===== config.mk =====
export PLATFORM = sky130hd
export DESIGN_NAME = cook_sequencer_flat
export DESIGN_NICKNAME = d
export VERILOG_FILES = /design/src/rtl/cook_sequencer_if.sv /design/src/rtl/cook_sequencer.sv /design/src/flat_wrapper.sv
export SDC_FILE = /design/constraint.sdc
export NUM_CORES = 1
export LEC_CHECK = 0
export BUFFER_PORTS_ARGS = -buffer_cell sky130_fd_sc_hd__buf_4
export CORE_ASPECT_RATIO = 1.25
export CORE_MARGIN = 10
export CORE_UTILIZATION = 55
export CTS_BUF_LIST = sky130_fd_sc_hd__clkbuf_2 sky130_fd_sc_hd__clkbuf_4 sky130_fd_sc_hd__clkbuf_8
export DETAILED_ROUTE_END_ITERATION = 10
export PLACE_DENSITY = 0.73
export SLEW_MARGIN = 20
export SYNTH_ARGS = -nofsm -noshare
export SYNTH_HDL_FRONTEND = slang
export SYNTH_SLANG_ARGS = --single-unit

===== constraint.sdc =====
create_clock -name clk -period 5.5 [get_ports clk]
set_clock_uncertainty 0.05 [all_clocks]
set_input_delay 0.55 -clock clk [delete_from_list [all_inputs] [get_ports clk]]
set_output_delay 0.55 -clock clk [all_outputs]
set_load 0.02 [all_outputs]

===== src/rtl/cook_sequencer_if.sv =====
// rtl/cook_sequencer_if.sv - keypad/button inputs and display/magnetron outputs of the cook sequencer
interface cook_sequencer_if;
    logic       Nstart;
    logic       Nstop;
    logic       Nclear;
    logic       door_clo;
    logic       key_valid;
    logic [3:0] key_digit;
    logic       mag_on;
    logic       time_over;
    logic [3:0] min_tens;
    logic [3:0] min_ones;
    logic [3:0] sec_tens;
    logic [3:0] sec_ones;
    logic [1:0] state;
    logic       done_alarm;

    // Panel side: drives buttons, door and keypad; observes display and magnetron
    modport master (
        output Nstart, Nstop, Nclear, door_clo, key_valid, key_digit,
        input  mag_on, time_over, min_tens, min_ones, sec_tens, sec_ones, state, done_alarm
    );

    // Controller side
    modport slave (
        input  Nstart, Nstop, Nclear, door_clo, key_valid, key_digit,
        output mag_on, time_over, min_tens, min_ones, sec_tens, sec_ones, state, done_alarm
    );
endinterface


===== src/rtl/cook_sequencer.sv =====
// rtl/cook_sequencer.sv - microwave cooking controller: keypad entry, MM:SS countdown, cook/pause/done sequencing
module cook_sequencer #(
    parameter int TICKS_PER_SEC = 100,
    parameter int DONE_HOLD     = 3
) (
    input  logic           clk,
    input  logic           rst,
    cook_sequencer_if.slave bus
);
    typedef enum logic [1:0] {
        IDLE  = 2'd0,
        COOK  = 2'd1,
        PAUSE = 2'd2,
        DONE  = 2'd3
    } state_t;

    localparam int PRESC_W      = (TICKS_PER_SEC > 2) ? $clog2(TICKS_PER_SEC) : 1;
    localparam int ALARM_CYCLES = DONE_HOLD * TICKS_PER_SEC;
    localparam int ALARM_W      = $clog2(ALARM_CYCLES + 1);

    localparam logic [PRESC_W-1:0] PRESC_TERM = PRESC_W'(TICKS_PER_SEC - 1);
    localparam logic [ALARM_W-1:0] ALARM_LOAD = ALARM_W'(ALARM_CYCLES);

    // Button bit order in the sync/history vectors: {start, stop, clear}
    state_t             state_q, state_d;
    logic [15:0]        digits_q, digits_d;
    logic [PRESC_W-1:0] presc_q, presc_d;
    logic [ALARM_W-1:0] alarm_cnt_q, alarm_cnt_d;
    logic               done_alarm_q, done_alarm_d;
    logic [2:0]         btn_sync_q, btn_sync_d;
    logic [2:0]         btn_hist_q, btn_hist_d;

    logic        ev_start;
    logic        ev_stop;
    logic        ev_clear;
    logic        terminal;
    logic        time_zero;
    logic        key_ok;
    logic [15:0] digits_dec;

    // One-second BCD decrement of MM:SS; seconds above 59 simply count down
    function automatic logic [15:0] bcd_dec(input logic [15:0] t);
        logic [3:0] mt, mo, st, so;
        {mt, mo, st, so} = t;
        if (so != 4'd0) begin
            so = so - 4'd1;
        end else if (st != 4'd0) begin
            st = st - 4'd1;
            so = 4'd9;
        end else if ({mt, mo} != 8'd0) begin
            st = 4'd5;
            so = 4'd9;
            if (mo != 4'd0) begin
                mo = mo - 4'd1;
            end else begin
                mt = mt - 4'd1;
                mo = 4'd9;
            end
        end
        return {mt, mo, st, so};
    endfunction

    // Falling-edge events on the registered button copies, plus shared decodes
    always_comb begin
        ev_start   = btn_hist_q[2] & ~btn_sync_q[2];
        ev_stop    = btn_hist_q[1] & ~btn_sync_q[1];
        ev_clear   = btn_hist_q[0] & ~btn_sync_q[0];
        terminal   = (presc_q == PRESC_TERM);
        time_zero  = (digits_q == 16'd0);
        key_ok     = bus.key_valid && (bus.key_digit <= 4'd9);
        digits_dec = bcd_dec(digits_q);
    end

    // Next-state logic; the if/else order inside each state encodes the event priority
    always_comb begin
        state_d      = state_q;
        digits_d     = digits_q;
        presc_d      = presc_q;
        alarm_cnt_d  = alarm_cnt_q;
        done_alarm_d = done_alarm_q;
        btn_sync_d   = {bus.Nstart, bus.Nstop, bus.Nclear};
        btn_hist_d   = btn_sync_q;

        if (ev_clear) begin
            state_d      = IDLE;
            digits_d     = 16'd0;
            presc_d      = '0;
            alarm_cnt_d  = '0;
            done_alarm_d = 1'b0;
        end else begin
            case (state_q)
                IDLE: begin
                    if (ev_stop) begin
                        digits_d = 16'd0;
                    end else if (ev_start && bus.door_clo && !time_zero) begin
                        state_d = COOK;
                        presc_d = '0;
                    end else if (ev_start) begin
                        state_d = IDLE;
                    end else if (key_ok) begin
                        digits_d = {digits_q[11:0], bus.key_digit};
                    end
                end
                COOK: begin
                    if (ev_stop || !bus.door_clo) begin
                        state_d = PAUSE;
                    end else if (terminal) begin
                        presc_d  = '0;
                        digits_d = digits_dec;
                        if (digits_dec == 16'd0) begin
                            state_d      = DONE;
                            alarm_cnt_d  = ALARM_LOAD;
                            done_alarm_d = 1'b1;
                        end
                    end else begin
                        presc_d = presc_q + PRESC_W'(1);
                    end
                end
                PAUSE: begin
                    if (ev_stop) begin
                        state_d  = IDLE;
                        digits_d = 16'd0;
                    end else if (ev_start && bus.door_clo) begin
                        state_d = COOK;
                        presc_d = '0;
                    end
                end
                DONE: begin
                    if (ev_stop || !bus.door_clo) begin
                        state_d      = IDLE;
                        alarm_cnt_d  = '0;
                        done_alarm_d = 1'b0;
                    end else if (alarm_cnt_q != '0) begin
                        alarm_cnt_d  = alarm_cnt_q - ALARM_W'(1);
                        done_alarm_d = (alarm_cnt_q != ALARM_W'(1));
                    end else begin
                        done_alarm_d = 1'b0;
                    end
                end
                default: begin
                    state_d = IDLE;
                end
            endcase
        end
    end

    // State registers; button history resets high so no edge is seen out of reset
    always_ff @(posedge clk) begin
        if (rst) begin
            state_q      <= IDLE;
            digits_q     <= 16'd0;
            presc_q      <= '0;
            alarm_cnt_q  <= '0;
            done_alarm_q <= 1'b0;
            btn_sync_q   <= 3'b111;
            btn_hist_q   <= 3'b111;
        end else begin
            state_q      <= state_d;
            digits_q     <= digits_d;
            presc_q      <= presc_d;
            alarm_cnt_q  <= alarm_cnt_d;
            done_alarm_q <= done_alarm_d;
            btn_sync_q   <= btn_sync_d;
            btn_hist_q   <= btn_hist_d;
        end
    end

    // Outputs are direct decodes of registered state
    assign bus.mag_on     = (state_q == COOK);
    assign bus.time_over  = (state_q == DONE);
    assign bus.state      = state_q;
    assign bus.done_alarm = done_alarm_q;
    assign bus.min_tens   = digits_q[15:12];
    assign bus.min_ones   = digits_q[11:8];
    assign bus.sec_tens   = digits_q[7:4];
    assign bus.sec_ones   = digits_q[3:0];
endmodule


===== src/flat_wrapper.sv =====
// flat-port wrapper written by rule: the top's interface ports become plain ports
module cook_sequencer_flat 
#(
    parameter int TICKS_PER_SEC = 100,
    parameter int DONE_HOLD     = 3
)
  (clk, rst, bus_Nstart, bus_Nstop, bus_Nclear, bus_door_clo, bus_key_valid, bus_key_digit, bus_mag_on, bus_time_over, bus_min_tens, bus_min_ones, bus_sec_tens, bus_sec_ones, bus_state, bus_done_alarm);
  cook_sequencer_if bus_i ();
  input  logic clk;
  input  logic rst;
  input wire logic [$bits(bus_i.Nstart)-1:0] bus_Nstart;
  input wire logic [$bits(bus_i.Nstop)-1:0] bus_Nstop;
  input wire logic [$bits(bus_i.Nclear)-1:0] bus_Nclear;
  input wire logic [$bits(bus_i.door_clo)-1:0] bus_door_clo;
  input wire logic [$bits(bus_i.key_valid)-1:0] bus_key_valid;
  input wire logic [$bits(bus_i.key_digit)-1:0] bus_key_digit;
  output wire logic [$bits(bus_i.mag_on)-1:0] bus_mag_on;
  output wire logic [$bits(bus_i.time_over)-1:0] bus_time_over;
  output wire logic [$bits(bus_i.min_tens)-1:0] bus_min_tens;
  output wire logic [$bits(bus_i.min_ones)-1:0] bus_min_ones;
  output wire logic [$bits(bus_i.sec_tens)-1:0] bus_sec_tens;
  output wire logic [$bits(bus_i.sec_ones)-1:0] bus_sec_ones;
  output wire logic [$bits(bus_i.state)-1:0] bus_state;
  output wire logic [$bits(bus_i.done_alarm)-1:0] bus_done_alarm;
  assign bus_i.Nstart = bus_Nstart;
  assign bus_i.Nstop = bus_Nstop;
  assign bus_i.Nclear = bus_Nclear;
  assign bus_i.door_clo = bus_door_clo;
  assign bus_i.key_valid = bus_key_valid;
  assign bus_i.key_digit = bus_key_digit;
  assign bus_mag_on = bus_i.mag_on;
  assign bus_time_over = bus_i.time_over;
  assign bus_min_tens = bus_i.min_tens;
  assign bus_min_ones = bus_i.min_ones;
  assign bus_sec_tens = bus_i.sec_tens;
  assign bus_sec_ones = bus_i.sec_ones;
  assign bus_state = bus_i.state;
  assign bus_done_alarm = bus_i.done_alarm;
  cook_sequencer #(.TICKS_PER_SEC(TICKS_PER_SEC), .DONE_HOLD(DONE_HOLD)) u_core (.clk(clk), .rst(rst), .bus(bus_i));
endmodule

==> results.tsv, run 1 <==
metric	value	unit
static_leakage	1.24	nW
grt_max_degree	33	
postCtsResizedCells	0	
fin_cells	449	
crit_arrival	3.78	ns
timing.slew.headroom	36.7	%
clock_sink_count	41	
die-height	101	um
cts-root-buf	clkbuf_8	
hold-path-cell-count	2	
worstHoldEndpoint	u_core.btn_hist_d[1]$_SDFF_PP1_	
synth.yosys.seq_area_share	28.2	%
synth_flop_cell	dfxtp_1	
yosys.area.top_type_share	28.2	%
vdd_ir_drop_max	272	uV
synthDistinctLibCells	63	
count_of_vias_placed_by_the_detailed_router	2858	
max_cap_viol_count	0	
synthesis.nets	396	
design.core.area	5120	um2
grt_setup_unrepaired	no	
overflow	0	
timing.critical_path.slowest_cell_delay	0.61	ns
synth_area_leaders	dfxtp_1, ha_1, nor2_1	
final-hold-violation-count	0	
grt_pass1_wl	13.0	mm
crit_path_capture_type	flop	
port_buffers	31	
timing.rr.start	u_core.digits_q[0]$_SDFFE_PP0P_	
routabilityCongestion	0.974	
tritoncts	built	
clkSlewWorstSetupHoldPaths	0.08	ns
cp.buffers_inverters	1	
yosys_register_bits	41	
route.detailed.wl_per_inst	17.1	um
detail_route.vias_per_cell	6.37	
totalWireLength	7.70	mm
worst_pin_slew	0.949	ns
critPathSlowestCell	or4_4	
synth_top_cell_by_area	dfxtp_1	
fin_setup_tns	0	ns
r2r.worst_path.cells	9	
number_of_flops_mapped_to_enable_cells_by_yosys	0	
grt_pass1_vias	2747	
drt-initial-drc-count	191	
timing.reg2reg.setup_slack	1.86	ns
drcViolationCount	0	
timing.critical_path.max_delay_family	simple AND/OR/NAND/NOR gates	
drtPass1Iterations	5	
design.die.area	8630	um2
timing.setup.critical_path_class	flop to flop	
yosys_warns	0	
max_clock_freq	275	MHz
synthesis.area	2920	um2
max_transition_viols_final	0	
timing.final.setup_violations	0	
cts-htree-levels	2	
fin_crit	3.64	ns
synth_async_sr_flop_share	0	%
crit_required	5.64	ns
top_level_ports	32	
antennaDiodeCount	0	
cts_post_setup_buffers_inserted	0	
status	finished clean	
power-per-cell-area	510	nW/um2
timing.hold.worst.start	bus_Nstop	
hp-class	input port to flop	
tritoncts.num_buffers	5	
nNetsFinal	411	
numPlacedInstances	441	
period_share	66.1	%
grt_usage	17.7	%
area_growth_syn_to_layout	11.5	%
antenna_left	0	
initial_utilization	57.0	%
drive_above_1_share	16.3	%
clk-insertion-delay-late	0.30	ns
avgSynthCellArea	7.86	um2
cts.path.max_buffers	2	
cp-start-kind	flop	
postSynthCellCount	371	
cts-hold-fix-buffers	0	
grt_antenna_before_repair	0	
worst_r2r_endpoint	u_core.alarm_cnt_q[6]$_SDFFE_PP0P_	
rows	29	
crit_path_cell_trace	inv_1 > ha_1 > or3b_4 > o41ai_4 > nand3_1 > or4_1 > or4_4 > a2111oi_4 > mux2_1	
fp.dieW	85.1	um
place_hpwl	5.61	mm
worst-path-max-fanout	13	
through the flow:
stage               hold slack, ns  worst slack (ns)  power, mW  util (%)  area (um2)
CTS                          0.376              1.89       1.64      63.5        3250
detailed placement           0.377              1.91       1.35      60.8        3110
global route                 0.372              1.66       1.78      63.5        3250
global placement             0.372              1.97       1.34      60.8        3110
finish                       0.382              1.86       1.66      63.5        3250
floorplan                    0.367              1.98       1.13         -        2920
how the worst max path moves through the flow:
| stage | from | end | slack, ns | depth (start not counted) |
|---|---|---|---|---|
| floorplan | u_core.digits_q[4]$_SDFFE_PP0P_ | u_core.alarm_cnt_q[6]$_SDFFE_PP0P_ | 1.98 | 11 |
| global placement | u_core.digits_q[0]$_SDFFE_PP0P_ | u_core.alarm_cnt_q[6]$_SDFFE_PP0P_ | 1.97 | 9 |
| detailed placement | u_core.digits_q[0]$_SDFFE_PP0P_ | u_core.alarm_cnt_q[6]$_SDFFE_PP0P_ | 1.91 | 9 |
| CTS | u_core.digits_q[0]$_SDFFE_PP0P_ | u_core.alarm_cnt_q[6]$_SDFFE_PP0P_ | 1.89 | 9 |
| global route | u_core.digits_q[0]$_SDFFE_PP0P_ | u_core.alarm_cnt_q[6]$_SDFFE_PP0P_ | 1.66 | 9 |
| finish | u_core.digits_q[0]$_SDFFE_PP0P_ | u_core.alarm_cnt_q[6]$_SDFFE_PP0P_ | 1.86 | 9 |
flip-flops by register name (all words and copies together) (netlist names):
signal                 flops
u_core.bus.state           2
u_core.bus.done_alarm      1
u_core.digits_q           16
u_core.presc_q             7
u_core.alarm_cnt_q         9
u_core.btn_hist_d          3
u_core.btn_hist_q          3
final cells by class:
cell class              instances  area [um2]
clock inverters                 3        65.1
repair buffers                 32         240
inverters                      14        52.6
well taps                      62        77.6
clock buffers                   5        68.8
fillers                       494        1870
multi-input cells             292        1920
flip-flops and latches         41         821
cell usage after synthesis, types with 8 or more instances:
cell      instances
a211oi_1         15
a21oi_1          25
clkbuf_1         17
dfxtp_1          41
ha_1             14
inv_1            14
nand2_1          30
nand3_1          15
nand4_1          13
nor2_1           44
nor3_1            8
nor4_1           10
o21ai_0          18
per-layer routing:
layer  track usage [%]  up-vias  part of all wire (%)
met1              19.6     1343                    41
met5                 0        -                     0
li1                  -     1401                     -
met4              9.26        0                   3.2
met2              30.8       88                    50
met3              4.10       26                   5.2
cells in the final DEF (no fill, tap or decap), drive strengths merged, types with 7 or more instances in the layout:
| cell | Yosys | routed |
|---|---|---|
| nor2 | 44 | 44 |
| dfxtp | 41 | 41 |
| buf | 7 | 32 |
| nand2 | 31 | 31 |
| a21oi | 25 | 25 |
| o21ai | 19 | 19 |
| nand3 | 15 | 15 |
| a211oi | 15 | 15 |
| inv | 14 | 14 |
| ha | 14 | 14 |
| nand4 | 13 | 13 |
| nor4 | 12 | 12 |
| nor3 | 9 | 9 |
| nand2b | 7 | 7 |
| or2 | 7 | 7 |
cell families after synthesis:
kind of cell	synth area share, %
AND/OR/NAND/NOR	32.5
AO/OA/AOI/OAI	23.1
flip-flops	28.2
buffers and inverters	6.14
adder cells (fa/ha/maj)	6.01
multiplexers	2.88
XOR/XNOR	1.20
where the power goes:
| group | internal (mW) | switching [mW] | leakage [nW] | total, mW |
|---|---|---|---|---|
| clock | 0.180 | 0.112 | 0.0681 | 0.292 |
| combinational | 0.358 | 0.551 | 0.838 | 0.910 |
| sequential | 0.345 | 0.108 | 0.335 | 0.454 |
(Power assumes the default switching activity.)
==> run 2, diff against run 1 <==
--- a/config.mk
+++ b/config.mk
@@ -11,7 +11,7 @@
 export CORE_UTILIZATION = 55
 export CTS_BUF_LIST = sky130_fd_sc_hd__clkbuf_2 sky130_fd_sc_hd__clkbuf_4 sky130_fd_sc_hd__clkbuf_8
 export DETAILED_ROUTE_END_ITERATION = 10
-export PLACE_DENSITY = 0.73
+export PLACE_DENSITY = 0.76
 export SLEW_MARGIN = 20
 export SYNTH_ARGS = -nofsm -noshare
 export SYNTH_HDL_FRONTEND = slang
==> constraint.sdc (replaced) <==
create_clock -name clk -period 2.97 [get_ports clk]
set_clock_uncertainty 0.05 [all_clocks]
set_input_delay 0.297 -clock clk [delete_from_list [all_inputs] [get_ports clk]]
set_output_delay 0.297 -clock clk [all_outputs]
set_load 0.02 [all_outputs]
==> run 2 against run 1 <==
Against the previous run:
- final area grew 17%
- the run now ends with setup timing left
- sequential power up 65%
- global-route usage up 1.9 points
- largest cell class unchanged
==> results.tsv, run 2 (synthesis results as in run 1) <==
metric	value	unit	change
worstHoldEndpoint	u_core.btn_hist_d[0]$_SDFF_PP1_		was u_core.btn_hist_d[1]$_SDFF_PP1_
final-hold-violation-count	0		unchanged
tritoncts	built		unchanged
grt_usage	19.6	%	was 17.7%
drt-initial-drc-count	250		was 191
die-height	101	um	unchanged
largest_registers	u_core.digits_q (16), u_core.alarm_cnt_q (9), u_core.presc_q (7)		unchanged
clock_sink_count	41		unchanged
vdd_ir_drop_max	492	uV	was 272 uV
registers.top_by_ff_count	u_core.digits_q		unchanged
antenna_left	0		unchanged
fin_ws	-0.182	ns	was 1.86 ns
rows	29		unchanged
area_growth_syn_to_layout	30.8	%	was 11.5%
grt_max_degree	33		unchanged
max_transition_viols_final	0		unchanged
nNetsFinal	473		was 411
clk-insertion-delay-late	0.29	ns	was 0.30 ns
crit_arrival	3.29	ns	was 3.78 ns
count_of_vias_placed_by_the_detailed_router	3210		was 2,858
status	finished with violations		was finished clean
numPlacedInstances	499		was 441
initial_utilization	57.0	%	unchanged
cts-root-buf	clkbuf_8		unchanged
timing.hold.worst.start	bus_Nclear		was bus_Nstop
timing.reg2reg.setup_slack	-0.18	ns	was 1.86 ns
clkSlewWorstSetupHoldPaths	0.08	ns	about the same
layout.cell_area.non_filler	3810	um2	was 3250 um2
cp-start-kind	flop		unchanged
grt_pass1_vias	3136		was 2,747
route.detailed.wl_per_inst	17.3	um	was 17.1 um
timing.final.setup_violations	9		was 0
grt_pass1_wl	14.4	mm	was 13.0 mm
r2r.worst_path.cells	9		unchanged
drtPass1Iterations	5		unchanged
grt_setup_unrepaired	yes		was no
static_leakage	1.56	nW	was 1.24 nW
drcViolationCount	0		unchanged
worst_r2r_endpoint	u_core.alarm_cnt_q[6]$_SDFFE_PP0P_		unchanged
hp-class	input port to flop		unchanged
drive_above_1_share	32.1	%	was 16.3%
fin_crit	3.15	ns	was 3.64 ns
crit_required	3.11	ns	was 5.64 ns
detail_route.vias_per_cell	6.28		was 6.37
totalWireLength	8.86	mm	was 7.70 mm
tritoncts.num_buffers	5		unchanged
crit_path_capture_type	flop		unchanged
layout_commonest_cell	buf_4		was nor2_1
placement.cell_area	3600	um2	was 3110 um2
crit_path_cell_trace	inv_4 > ha_4 > or3b_4 > o41ai_4 > nand3_1 > or4_1 > or4_4 > a2111oi_4 > mux2_4		was inv_1 > ha_1 > or3b_4 > o41ai_4 > nand3_1 > or4_1 > or4_4 > a2111oi_4 > mux2_1
max_cap_viol_count	0		unchanged
timing.slew.headroom	55.6	%	was 36.7%
timing.setup.critical_path_class	flop to flop		unchanged
place_hpwl	6.43	mm	was 5.61 mm
max_clock_freq	317	MHz	was 275 MHz
port_buffers	31		unchanged
design.die.area	8630	um2	unchanged
worst_pin_slew	0.660	ns	was 0.949 ns
power-per-cell-area	969	nW/um2	was 510 nW/um2
overflow	0		unchanged
critPathSlowestCell	or4_1		was or4_4
cts-htree-levels	2		unchanged
period_share	106	%	was 66.1%
final_cell_mix	buf_4, nor2_1, dfxtp_1		was nor2_1, dfxtp_1, buf_4
max_ffs_per_register	16		unchanged
fin_cells	511		was 449
antennaDiodeCount	0		unchanged
timing.critical_path.slowest_cell_delay	0.49	ns	was 0.61 ns
worst-path-max-fanout	4		was 13
cts.path.max_buffers	2		unchanged
fp.dieW	85.1	um	unchanged
top_level_ports	32		unchanged
grt_antenna_before_repair	0		unchanged
hold-path-cell-count	2		unchanged
timing.rr.start	u_core.digits_q[0]$_SDFFE_PP0P_		unchanged
violated_checks	setup timing		
routabilityCongestion	0.884		was 0.974
dp_worst_setup_slack	-0.253	ns	was 1.91 ns
design.core.area	5120	um2	unchanged
run 2: cell count changes in the layout (fill, tap and decap cells not counted), sizes merged:
cell	change
buf	+62
run 2: where the power goes:
part           switching [mW]  leakage [nW]  internal [mW]
registers               0.101         0.337          0.646
clock network           0.206        0.0681          0.334
logic                    1.31          1.16           1.10
total                    1.62          1.56           2.08
run 2: per-stage QoR:
step                      util (%)  power, mW  hold slack, ns  setup TNS, ns
after detailed placement      70.3       3.03           0.377          -1.09
after global placement        70.3       2.99           0.374         -0.616
after floorplan                  -       2.15           0.351         -0.953
after global routing          74.5       3.90           0.126          -1.72
final                         74.5       3.70           0.129         -0.957
after CTS                     74.1       3.65           0.125         -0.382
run 2: area by class of cell:
cell class                 count  area (um2)
sequential                    41         831
fill                         393        1300
inverter                      14        57.6
multi-input combinational    292        2000
tap                           62        77.6
timing repair buffer          94         709
clock inverter                 3        65.1
clock buffer                   5        68.8
run 2: metal layers:
| layer | part of all wire (%) | vias up | global-route usage [%] |
|---|---|---|---|
| li1 | - | 1520 | - |
| met1 | 38 | 1513 | 20.0 |
| met2 | 53 | 149 | 37.1 |
| met3 | 5.9 | 28 | 3.45 |
| met4 | 3.5 | 0 | 10.0 |
| met5 | 0 | - | 0 |
run 2: worst max-delay path: cells and delay by family, from the launching register on:
kind	cells	cell delay (ns)
AND/OR/NAND/NOR	4	1.50
multiplexers	1	0.34
buffers and inverters	1	0.06
adder cells (fa/ha/maj)	1	0.13
flip-flops	1	0.36
AO/OA/AOI/OAI	2	0.61
run 2: timing repair:
item,CTS,global route
setup endpoints to repair,10,10
hold buffers,0,0
resized for setup,8,6
pin swaps,3,4
setup buffers,3,2
cloned,0,0
run 2: worst max-delay path by stage:
stage                                    start                                  to  slack (ns)
6_report       u_core.digits_q[0]$_SDFFE_PP0P_  u_core.alarm_cnt_q[6]$_SDFFE_PP0P_       -0.18
5_1_grt        u_core.digits_q[0]$_SDFFE_PP0P_  u_core.alarm_cnt_q[6]$_SDFFE_PP0P_       -0.26
4_1_cts        u_core.digits_q[0]$_SDFFE_PP0P_  u_core.alarm_cnt_q[6]$_SDFFE_PP0P_       -0.13
3_5_place_dp   u_core.digits_q[1]$_SDFFE_PP0P_  u_core.alarm_cnt_q[6]$_SDFFE_PP0P_       -0.25
3_3_place_gp   u_core.digits_q[1]$_SDFFE_PP0P_  u_core.alarm_cnt_q[6]$_SDFFE_PP0P_       -0.17
2_1_floorplan  u_core.digits_q[4]$_SDFFE_PP0P_  u_core.alarm_cnt_q[6]$_SDFFE_PP0P_       -0.26
